--- config.mk ---
export PLATFORM = sky130hd
export DESIGN_NAME = prescaled_event_timer
export DESIGN_NICKNAME = d
export VERILOG_FILES = /design/src/rtl/timer_pkg.sv /design/src/rtl/tick_prescaler.sv /design/src/rtl/prescaled_event_timer.sv
export SDC_FILE = /design/constraint.sdc
export NUM_CORES = 1
export LEC_CHECK = 0
export CAP_MARGIN = 0
export CORE_ASPECT_RATIO = 0.9
export CORE_UTILIZATION = 55
export DETAILED_ROUTE_END_ITERATION = 16
export HOLD_SLACK_MARGIN = 0.12
export PLACE_DENSITY = 0.7
export SYNTH_ARGS = -nofsm -noshare
export SYNTH_HDL_FRONTEND = slang
export SYNTH_SLANG_ARGS = --single-unit
--- constraint.sdc ---
create_clock -name clk -period 16 [get_ports clk]
set_input_delay 4.8 -clock clk [delete_from_list [all_inputs] [get_ports clk]]
set_output_delay 4.8 -clock clk [all_outputs]
set_load 0.1 [all_outputs]
--- src/rtl/timer_pkg.sv ---
// Shared definitions for the prescaled event timer family.
//   US_CLKS_50MHZ : clk cycles per microsecond at 50 MHz
//   FIVE_MIN_US   : five minutes expressed in microseconds
//   timer_state_e : run-control state
//   wrap_add      : modular add for an operand pair already bounded by max / max+1
package timer_pkg;

    localparam int unsigned US_CLKS_50MHZ = 50;
    localparam int unsigned FIVE_MIN_US   = 300000000;

    typedef enum logic [1:0] {
        IDLE = 2'd0,
        RUN  = 2'd1,
        HOLD = 2'd2
    } timer_state_e;

    // (a + b) mod (max + 1). Callers guarantee a <= max and b <= max + 1, so the
    // sum never exceeds 2*max + 1 and one conditional subtract is enough. The
    // 64-bit operands leave headroom for the extra carry bit of any WIDTH < 64.
    function automatic logic [63:0] wrap_add(input logic [63:0] a,
                                             input logic [63:0] b,
                                             input logic [63:0] max);
        logic [63:0] sum;
        sum = a + b;
        if (sum > max) begin
            sum = sum - max - 64'd1;
        end
        return sum;
    endfunction

endpackage

--- src/rtl/tick_prescaler.sv ---
// Clock divider producing a one-cycle tick every CLKS_PER_TICK enabled cycles.
//   clk    : clock
//   resetn : asynchronous reset, active high
//   run    : advance the phase counter this cycle
//   clr    : return the phase counter to 0 (wins over run)
//   tick   : high while run is set and the phase counter is at its last value
module tick_prescaler
    import timer_pkg::*;
#(
    parameter int unsigned CLKS_PER_TICK = US_CLKS_50MHZ
) (
    input  logic clk,
    input  logic resetn,
    input  logic run,
    input  logic clr,
    output logic tick
);

    localparam int unsigned CW = $clog2(CLKS_PER_TICK);
    localparam logic [CW-1:0] LAST = CW'(CLKS_PER_TICK - 1);

    logic [CW-1:0] phase_q;

    assign tick = run && (phase_q == LAST);

    always_ff @(posedge clk or posedge resetn) begin
        if (resetn) begin
            phase_q <= '0;
        end else if (clr) begin
            phase_q <= '0;
        end else if (run) begin
            phase_q <= (phase_q == LAST) ? '0 : phase_q + 1'b1;
        end
    end

endmodule

--- src/rtl/prescaled_event_timer.sv ---
// Microsecond timebase with a wrapping tick counter and NUM_CH compare channels.
//   clk, resetn        : clock, asynchronous active-high reset
//   start, stop, clear : run-control pulses (clear > stop > start)
//   cmp_we, cmp_sel    : write strobe and channel index for compare configuration
//   cmp_val, cmp_period: absolute match count and re-arm increment (0 = one-shot)
//   count, running     : current tick count, state == RUN
//   tick, wrap         : prescaler terminal pulse, registered MAX_COUNT -> 0 pulse
//   match, armed       : registered per-channel match pulses, channels pending a match
module prescaled_event_timer
    import timer_pkg::*;
#(
    parameter int unsigned CLKS_PER_TICK = US_CLKS_50MHZ,
    parameter int unsigned WIDTH         = 29,
    parameter int unsigned MAX_COUNT     = FIVE_MIN_US,
    parameter int unsigned NUM_CH        = 4
) (
    input  logic                                        clk,
    input  logic                                        resetn,
    input  logic                                        start,
    input  logic                                        stop,
    input  logic                                        clear,
    input  logic                                        cmp_we,
    input  logic [((NUM_CH > 1) ? $clog2(NUM_CH) : 1)-1:0] cmp_sel,
    input  logic [WIDTH-1:0]                            cmp_val,
    input  logic [WIDTH-1:0]                            cmp_period,
    output logic [WIDTH-1:0]                            count,
    output logic                                        running,
    output logic                                        tick,
    output logic                                        wrap,
    output logic [NUM_CH-1:0]                           match,
    output logic [NUM_CH-1:0]                           armed
);

    localparam logic [WIDTH-1:0] MAX_W   = WIDTH'(MAX_COUNT);
    localparam logic [WIDTH:0]   MAX_EXT = (WIDTH + 1)'(MAX_COUNT);

    timer_state_e     state_q;
    logic [WIDTH-1:0] count_q;
    logic [WIDTH-1:0] next_count;
    logic             wrap_q;
    logic             presc_run;
    logic             wr_ok;
    logic [WIDTH:0]   per_ext;
    logic [WIDTH:0]   per_in;

    // Run control: a single FSM register, clear first, then stop, then start.
    always_ff @(posedge clk or posedge resetn) begin
        if (resetn) begin
            state_q <= IDLE;
        end else if (clear) begin
            state_q <= IDLE;
        end else begin
            unique case (state_q)
                IDLE:    if (start) state_q <= RUN;
                RUN:     if (stop)  state_q <= HOLD;
                HOLD:    if (start) state_q <= RUN;
                default: state_q <= IDLE;
            endcase
        end
    end

    assign running = (state_q == RUN);

    // The stop/clear edge itself does not advance the prescaler, so a paused
    // timer resumes at exactly the phase it was frozen with.
    assign presc_run = running && !stop && !clear;

    tick_prescaler #(
        .CLKS_PER_TICK(CLKS_PER_TICK)
    ) u_presc (
        .clk   (clk),
        .resetn(resetn),
        .run   (presc_run),
        .clr   (clear),
        .tick  (tick)
    );

    assign next_count = (count_q == MAX_W) ? '0 : count_q + 1'b1;

    always_ff @(posedge clk or posedge resetn) begin
        if (resetn) begin
            count_q <= '0;
            wrap_q  <= 1'b0;
        end else if (clear) begin
            count_q <= '0;
            wrap_q  <= 1'b0;
        end else begin
            wrap_q <= tick && (count_q == MAX_W);
            if (tick) begin
                count_q <= next_count;
            end
        end
    end

    assign count = count_q;
    assign wrap  = wrap_q;

    // Whole write is dropped for an out-of-range channel or compare value.
    assign wr_ok   = cmp_we && (32'(cmp_sel) < NUM_CH) && (cmp_val <= MAX_W);
    // Periods beyond the count range collapse to one full revolution.
    assign per_ext = {1'b0, cmp_period};
    assign per_in  = (per_ext > MAX_EXT) ? MAX_EXT + 1'b1 : per_ext;

    for (genvar i = 0; i < NUM_CH; i++) begin : g_ch
        logic [WIDTH-1:0] cmp_q;
        logic [WIDTH:0]   per_q;
        logic             armed_q;
        logic             match_q;
        logic             we_ch;
        logic             hit;

        assign we_ch = wr_ok && (32'(cmp_sel) == 32'(i));
        // Compare against the value count is about to take, so the match pulse
        // lines up with the first cycle count shows it.
        assign hit   = armed_q && tick && (next_count == cmp_q);

        always_ff @(posedge clk or posedge resetn) begin
            if (resetn) begin
                cmp_q   <= '0;
                per_q   <= '0;
                armed_q <= 1'b0;
                match_q <= 1'b0;
            end else begin
                match_q <= hit;
                if (we_ch) begin
                    // A write overrides any re-arm from a coincident match.
                    cmp_q   <= cmp_val;
                    per_q   <= per_in;
                    armed_q <= 1'b1;
                end else if (clear) begin
                    if (per_q != '0) begin
                        armed_q <= 1'b1;
                    end
                end else if (hit) begin
                    if (per_q == '0) begin
                        armed_q <= 1'b0;
                    end else begin
                        cmp_q <= WIDTH'(wrap_add(64'(cmp_q), 64'(per_q), 64'(MAX_COUNT)));
                    end
                end
            end
        end

        assign match[i] = match_q;
        assign armed[i] = armed_q;
    end

endmodule

==> parameters.txt, run 1 <==
Parameter                              Value

Clock network
  Total clock buffers created by CTS    34
  Post-CTS resize count    0
  Number of buffers inserted to repair setup after CTS    0
  Clock Pin Slew Worst Setup and Hold Paths    0.05 ns
  Max Root-Sink Buffers    3
  Skew-Pair Late Insertion Delay    0.58 ns
  Clock tree sinks    278
  Buffer cell driving the clock tree root    sky130_fd_sc_hd__clkbuf_16
  Number of H-tree branching levels    2
  Number of hold buffers added after CTS    0
  CTS tree    built

Routing
  Post-route antenna net violation count    0
  DRC viols    0
  Via count normalized by instance count    6.90
  Initial DRC Count    2929
  Number of vias after detailed routing    26047
  First-pass DRT Iterations    6
  Detailed-route wire length    101 mm
  Detailed-route wire length per cell    26.7 um

Synthesis
  Top cells by area, synth    sky130_fd_sc_hd__dfrtp_1 (28%), sky130_fd_sc_hd__ha_1 (6.5%), sky130_fd_sc_hd__xnor2_1 (6.3%), sky130_fd_sc_hd__o21ai_0 (5.7%), sky130_fd_sc_hd__nand2_1 (5.4%)
  Portion of the post-synthesis area used by sequential elements    28.2%
  Fraction of registers with async set or reset after synthesis    100%
  Commonest register cell after synthesis    sky130_fd_sc_hd__dfrtp_1
  Biggest area consumer among synthesized cells    sky130_fd_sc_hd__dfrtp_1
  Syn Std Cell Area    0.0247 mm^2
  Number of storage elements in the synthesis netlist    278
  Number of distinct library cells after synthesis    99
  Post-Synthesis Net Count    3308
  Area fraction of the dominant cell type after synthesis    28.2%
  Yosys Warn Count    0
  EDFF count, synth    0
  Cells after Synth    3110
  Mean instance size in the synthesized netlist    7.93 um^2

Timing
  Slew @ Worst Pin    1.37 ns
  Clock period minus worst slack    12.52 ns
  Final hold violation count    0
  Slew headroom    8.61%
  WHS    0.513 ns
  Final WS setup    3.48 ns
  Final Cycle Share    78.2%
  Slew Limit Fails    0
  Upper clock frequency limit    79.9 MHz
  Unrepaired setup endpoints after global routing    false
  Final-layout setup total negative slack    0 ns
  Final Setup Violations    0
  Worst clock skew    0.0352 ns

Global route
  Overflow left after global routing    0
  Global routing usage summed across all routing layers    43.9%
  Number of global-route vias before repair    23877
  Global-route wire length before repair    149 mm
  Initial antenna violation count    10
  Maximum number of pins on one net before global-route repair    127

Placement
  HPWL after DPL    75.1 mm
  Number of input and output port buffers inserted    105
  Placer's final routability congestion estimate    1.06
  Post-placement setup slack    3.56 ns

Power and ir drop
  Part of the power in registers    24.1%
  Leakage power    11.4 nW
  Total power draw    4.12 mW
  Clock network fraction of design power    20.0%
  Share of power burned in combinational logic    55.9%
  Power Dens Cells    151 mW/mm^2
  Switching part of the total power    46.5%
  Switch Pwr    1.92 mW
  Largest voltage drop on the vdd net    0.119 mV
  Int Power    2.20 mW

Final layout
  Area Growth Syn to Fin    10.9%
  Most frequent cells in the layout    sky130_fd_sc_hd__nand2_1 (351), sky130_fd_sc_hd__o21ai_0 (279), sky130_fd_sc_hd__dfrtp_1 (278), sky130_fd_sc_hd__nor2_1 (251), sky130_fd_sc_hd__a21oi_1 (198)
  Sequential cell area    0.00696 mm^2
  Total Nets Final    3334
  Layout cell share with drive strength beyond 1    5.13%
  Fill count    4038
  Footprint of the multi-input gates    0.0168 mm^2
  Leading cell type in the layout, fill and taps excluded    sky130_fd_sc_hd__nand2_1

Critical path
  Category of the worst setup path launch point    primary input
  Data arrival time at the worst-slack endpoint    7.72 ns
  Buffers plus inverters on the worst setup path    4
  Maximum fanout encountered on the critical timing path    22
  Delay-heaviest family, CP    buffers and inverters
  Element type at the critical path end    output pin
  Cell type with the highest occurrence count on the critical path    sky130_fd_sc_hd__clkdlybuf4s50_1
  Maximum single-stage delay on the critical path    1.18 ns
  Kind of critical path    primary input to output pin
  Cell chain of the critical path    clkdlybuf4s50_1, or3b_2, nor2_1, nand2b_1, buf_4, clkinv_1, clkdlybuf4s50_1
  Data required time at the worst endpoint    11.20 ns
  Slowest library cell on the worst path    sky130_fd_sc_hd__clkdlybuf4s50_1

Die
  Number of placement rows    73
  Die Height    203 um
  Chip width    225 um
  Number of ports placed on the die boundary    106
  Core Footprint    0.0442 mm^2
  Die Outline Area    0.0457 mm^2
  Effective utilization at floorplan    55.8%

Min path
  Path type of the worst min-delay path    flop to flop

Flow run
  Number of max-cap violations    0

Outcome
  Outcome    finished clean
==> per-layer routing <==
metal / share of wire [%] / vias to the layer above / wire length [um] / GRT usage [%]
met1: 40 / 12535 / 40700 / 58.7
met4: 5.8 / 4 / 5840 / 24.7
met3: 13 / 301 / 12700 / 12.8
met2: 41 / 1630 / 41500 / 63.1
li1: - / 11577 / - / -
met5: 0.10 / - / 104 / 1.51
==> cell usage after synthesis (13+ instances only) <==
library cell / count
sky130_fd_sc_hd__nand4_1: 61
sky130_fd_sc_hd__o21a_1: 19
sky130_fd_sc_hd__nand3b_1: 20
sky130_fd_sc_hd__nor4_1: 66
sky130_fd_sc_hd__o21bai_1: 15
sky130_fd_sc_hd__o21ai_0: 279
sky130_fd_sc_hd__mux2i_1: 40
sky130_fd_sc_hd__nand3_1: 81
sky130_fd_sc_hd__a21oi_1: 198
sky130_fd_sc_hd__a2111oi_0: 13
sky130_fd_sc_hd__o31ai_1: 21
sky130_fd_sc_hd__dfrtp_1: 278
sky130_fd_sc_hd__clkbuf_1: 118
sky130_fd_sc_hd__a21o_1: 63
sky130_fd_sc_hd__or2_2: 13
sky130_fd_sc_hd__o211ai_1: 29
sky130_fd_sc_hd__inv_1: 72
sky130_fd_sc_hd__and2_1: 34
sky130_fd_sc_hd__xnor2_1: 177
sky130_fd_sc_hd__or3_1: 32
sky130_fd_sc_hd__nor2_1: 254
sky130_fd_sc_hd__a211oi_1: 33
sky130_fd_sc_hd__nor3_1: 64
sky130_fd_sc_hd__nor3b_1: 18
sky130_fd_sc_hd__buf_2: 30
sky130_fd_sc_hd__ha_1: 128
sky130_fd_sc_hd__a31oi_1: 19
sky130_fd_sc_hd__a22oi_1: 74
sky130_fd_sc_hd__xor2_1: 105
sky130_fd_sc_hd__nor2b_1: 28
sky130_fd_sc_hd__nand2b_1: 23
sky130_fd_sc_hd__o21ai_1: 50
sky130_fd_sc_hd__and3_1: 42
sky130_fd_sc_hd__nand2_1: 352
sky130_fd_sc_hd__or4_1: 13
==> cells by family after synthesis <==
group	count (synthesis)	share of synthesized area, %
AO/OA/AOI/OAI	979	25.6
XOR/XNOR	284	10.2
adder cells (fa/ha/maj)	132	6.82
buffers and inverters	234	3.90
flip-flops	278	28.2
multiplexers	50	2.08
AND/OR/NAND/NOR	1153	23.2
==> layout make-up <==
class	instances	area share (%)
antenna	15	0.137
clock buffer	44	3.43
clock inverter	16	0.773
inverter	73	1.03
multi-input combinational	2598	61.4
sequential	278	25.4
tap	600	2.74
timing repair buffer	151	5.10
==> power by group through the flow <==
stage / sequential, mW / clock, mW / combinational, mW
floorplan: 0.916 / 0 / 1.75
global placement: 0.993 / 0 / 2.17
detailed placement: 0.997 / 0 / 2.23
CTS: 0.984 / 0.823 / 2.24
global route: 1.00 / 0.853 / 2.52
finish: 0.994 / 0.825 / 2.30
==> state kept, by name, summed over array words and instances (netlist names) <==
| signal | cells |
|---|---|
| g_ch.cmp_q | 116 |
| g_ch.armed_q | 4 |
| state_q | 2 |
| wrap | 1 |
| g_ch.match_q | 4 |
| u_presc.phase_q | 6 |
| g_ch.per_q | 116 |
| count | 29 |
==> path summary, 6_finish.rpt <==
check	start	endpoint	slack, ns	cells past startpoint
max	stop	tick	3.48	7
min	g_ch[0].per_q[16]	g_ch[0].per_q[16]	0.51	2
max reg2reg	count[3]	g_ch[2].cmp_q[14]	9.97	12
min reg2reg	g_ch[0].per_q[16]	g_ch[0].per_q[16]	0.51	2
max in group asynchronous	resetn	g_ch[1].per_q[22]	9.49	3
min in group asynchronous	resetn	g_ch[2].per_q[5]	4.82	2
==> tightest hold or removal path: cells and delay by family, from the launching register on <==
kind             cells  cell delay, ns
flip-flops           1            0.36
AO/OA/AOI/OAI        1            0.06
AND/OR/NAND/NOR      1            0.05
==> stage by stage <==
step / area, um^2 / utilization (%) / instances
floorplan: 24700 / - / 3110
global placement: 26200 / 59.2 / 3700
detailed placement: 26200 / 59.2 / 3700
CTS: 27300 / 61.8 / 3760
global route: 27300 / 61.8 / 3765
finish: 27400 / 61.9 / 3775
Power figures use the tool's default switching activity.
==> run 2, diff against run 1 <==
clock period = 12.9 ns   (was 16 ns; I/O delays follow)
==> run 2 against run 1 <==
Compared with the run above:
- sequential cell count unchanged
- clock skew down 0.013 ns
- total power up 24%
- critical path type unchanged
- critical endpoint unchanged
- largest power group unchanged
==> parameters.txt, run 2 (synthesized netlist as in run 1, its figures left out) <==
Parameter                              Value

Critical path
  Data required time at the worst endpoint    9.03 ns
  Timing endpoint of the critical path    tick
  Data arrival time at the worst-slack endpoint    6.82 ns
  Kind of critical path    primary input to output pin
  Reg-to-Reg End    g_ch[2].cmp_q[19]
  Maximum fanout encountered on the critical timing path    22
  Number of cell instances on the worst register-to-register path    15
  Category of the worst setup path launch point    primary input
  Element type at the critical path end    output pin
  Beginning of the worst register-to-register path    g_ch[2].cmp_q[0]
  Internal reg-to-reg setup slack    7.06 ns
  Worst setup path start    stop

Timing
  Final hold violation count    0
  Final-layout setup total negative slack    0 ns
  Slew Limit Fails    0
  Slew @ Worst Pin    1.40 ns
  Final Cycle Share    82.8%
  Upper clock frequency limit    93.6 MHz
  Worst clock skew    0.0219 ns
  Final Setup Violations    0
  Unrepaired setup endpoints after global routing    false
  Clock period minus worst slack    10.69 ns
  Slew headroom    6.02%

Clock network
  Max Root-Sink Buffers    3
  Skew-Pair Late Insertion Delay    0.56 ns
  Number of H-tree branching levels    2
  Total clock buffers created by CTS    35
  CTS tree    built
  Clock tree sinks    278
  Number of hold buffers added after CTS    0
  Number of buffers inserted to repair setup after CTS    0
  Post-CTS resize count    0
  Buffer cell driving the clock tree root    sky130_fd_sc_hd__clkbuf_16
  Clock Pin Slew Worst Setup and Hold Paths    0.05 ns

Global route
  Global routing usage on met2    63.2%
  Maximum number of pins on one net before global-route repair    151
  Number of global-route vias before repair    23965
  Most congested layer reported by global routing    met2
  Overflow left after global routing    0
  Global routing usage summed across all routing layers    43.9%
  Global-route wire length before repair    150 mm
  Initial antenna violation count    11
  Global-route met3 utilization    12.1%
  Met1 routing resource usage after global routing    59.5%

Die
  Die Outline Area    0.0457 mm^2
  Die Height    203 um
  Number of ports placed on the die boundary    106
  Core Footprint    0.0442 mm^2
  Chip width    225 um
  Number of placement rows    73
  Effective utilization at floorplan    55.8%

Placement
  Placement-stage cell area    0.0262 mm^2
  Number of input and output port buffers inserted    105
  HPWL after DPL    75.1 mm
  Placer's final routability congestion estimate    1.05

Final layout
  Leading cell type in the layout, fill and taps excluded    sky130_fd_sc_hd__nand2_1
  Most frequent cells in the layout    sky130_fd_sc_hd__nand2_1 (351), sky130_fd_sc_hd__o21ai_0 (279), sky130_fd_sc_hd__dfrtp_1 (278), sky130_fd_sc_hd__nor2_1 (251), sky130_fd_sc_hd__a21oi_1 (197)
  Footprint of the multi-input gates    0.0168 mm^2
  Sequential cell area    0.00696 mm^2
  Fill count    4032
  Post-Layout Inst Area    0.0274 mm^2
  Total Nets Final    3334
  Area Growth Syn to Fin    11.1%
  Layout cell share with drive strength beyond 1    5.19%

Routing
  Via count normalized by instance count    6.89
  Detailed-route wire length per cell    26.7 um
  Initial DRC Count    3023
  First-pass DRT Iterations    6
  Detailed-route wire length    101 mm
  Post-route antenna net violation count    0
  DRC viols    0
  Number of vias after detailed routing    26027

Power and ir drop
  Power Dens Cells    187 mW/mm^2
  Largest voltage drop on the vdd net    0.161 mV
  Leakage power    11.4 nW

Outcome
  Outcome    finished clean

Min path
  Startpoint of the lowest-slack hold path    g_ch[1].per_q[6]
  Path type of the worst min-delay path    flop to flop

Flow run
  Number of max-cap violations    0
run 2: cell types whose count changed in the layout (fill, tap and decap cells not counted):
cell	previous run	this run
sky130_fd_sc_hd__a21oi_1	198	197
sky130_fd_sc_hd__a21oi_2	0	1
sky130_fd_sc_hd__buf_12	0	1
sky130_fd_sc_hd__buf_4	46	44
sky130_fd_sc_hd__bufinv_16	4	2
sky130_fd_sc_hd__clkbuf_1	6	4
sky130_fd_sc_hd__clkbuf_16	35	37
sky130_fd_sc_hd__clkbuf_8	3	7
sky130_fd_sc_hd__clkinv_2	6	5
sky130_fd_sc_hd__clkinvlp_4	2	4
sky130_fd_sc_hd__diode_2	15	21
sky130_fd_sc_hd__inv_16	1	0
sky130_fd_sc_hd__inv_6	2	0
run 2: metrics by stage:
step           std cells  setup WS [ns]  total power [mW]  util (%)  hold WS [ns]
3_3_place_gp        3699           2.30              3.93      59.2         0.494
2_1_floorplan       3110           1.36              3.31         -         0.467
3_5_place_dp        3699           2.25              4.01      59.2         0.503
6_report            3780           2.21              5.12      62.0         0.507
5_1_grt             3763           2.13              5.42      61.9         0.527
4_1_cts             3759           2.23              5.03      61.8         0.515
run 2: area by class of cell:
cell class                 instances  area share [%]
tap                              600            2.74
timing repair buffer             150            5.12
clock buffer                      48            3.79
multi-input combinational       2598            61.3
antenna                           21           0.192
inverter                          73            1.03
clock inverter                    12           0.452
sequential                       278            25.4
run 2: how the worst min path moves through the flow:
stage / endpoint / slack, ns / depth (start not counted)
after detailed placement: g_ch[1].per_q[26] / 0.50 / 2
after floorplan: u_presc.phase_q[4] / 0.47 / 1
after global routing: g_ch[1].per_q[6] / 0.53 / 2
after CTS: g_ch[1].per_q[6] / 0.52 / 2
final: g_ch[1].per_q[6] / 0.51 / 2
after global placement: u_presc.phase_q[4] / 0.49 / 1
run 2: power breakdown:
group	internal, mW	leakage (nW)	total [mW]	switching (mW)
combinational	1.12	7.36	2.87	1.74
clock	0.602	0.564	1.02	0.415
sequential	1.01	3.49	1.24	0.224
run 2: layer usage:
layer,vias to the layer above,part of all wire [%]
met3,325,13
met2,1633,41
met4,0,5.9
met5,-,0
li1,11574,-
met1,12495,40
run 2: worst max-delay path, stage by stage:
cell and delay [ns]:
sky130_fd_sc_hd__clkdlybuf4s50_1 0.43, sky130_fd_sc_hd__or3b_2 0.55, sky130_fd_sc_hd__nor2_1 0.22, sky130_fd_sc_hd__nand2b_1 0.11, sky130_fd_sc_hd__buf_4 0.23, sky130_fd_sc_hd__clkinv_1 0.22
sky130_fd_sc_hd__clkdlybuf4s50_1 1.18
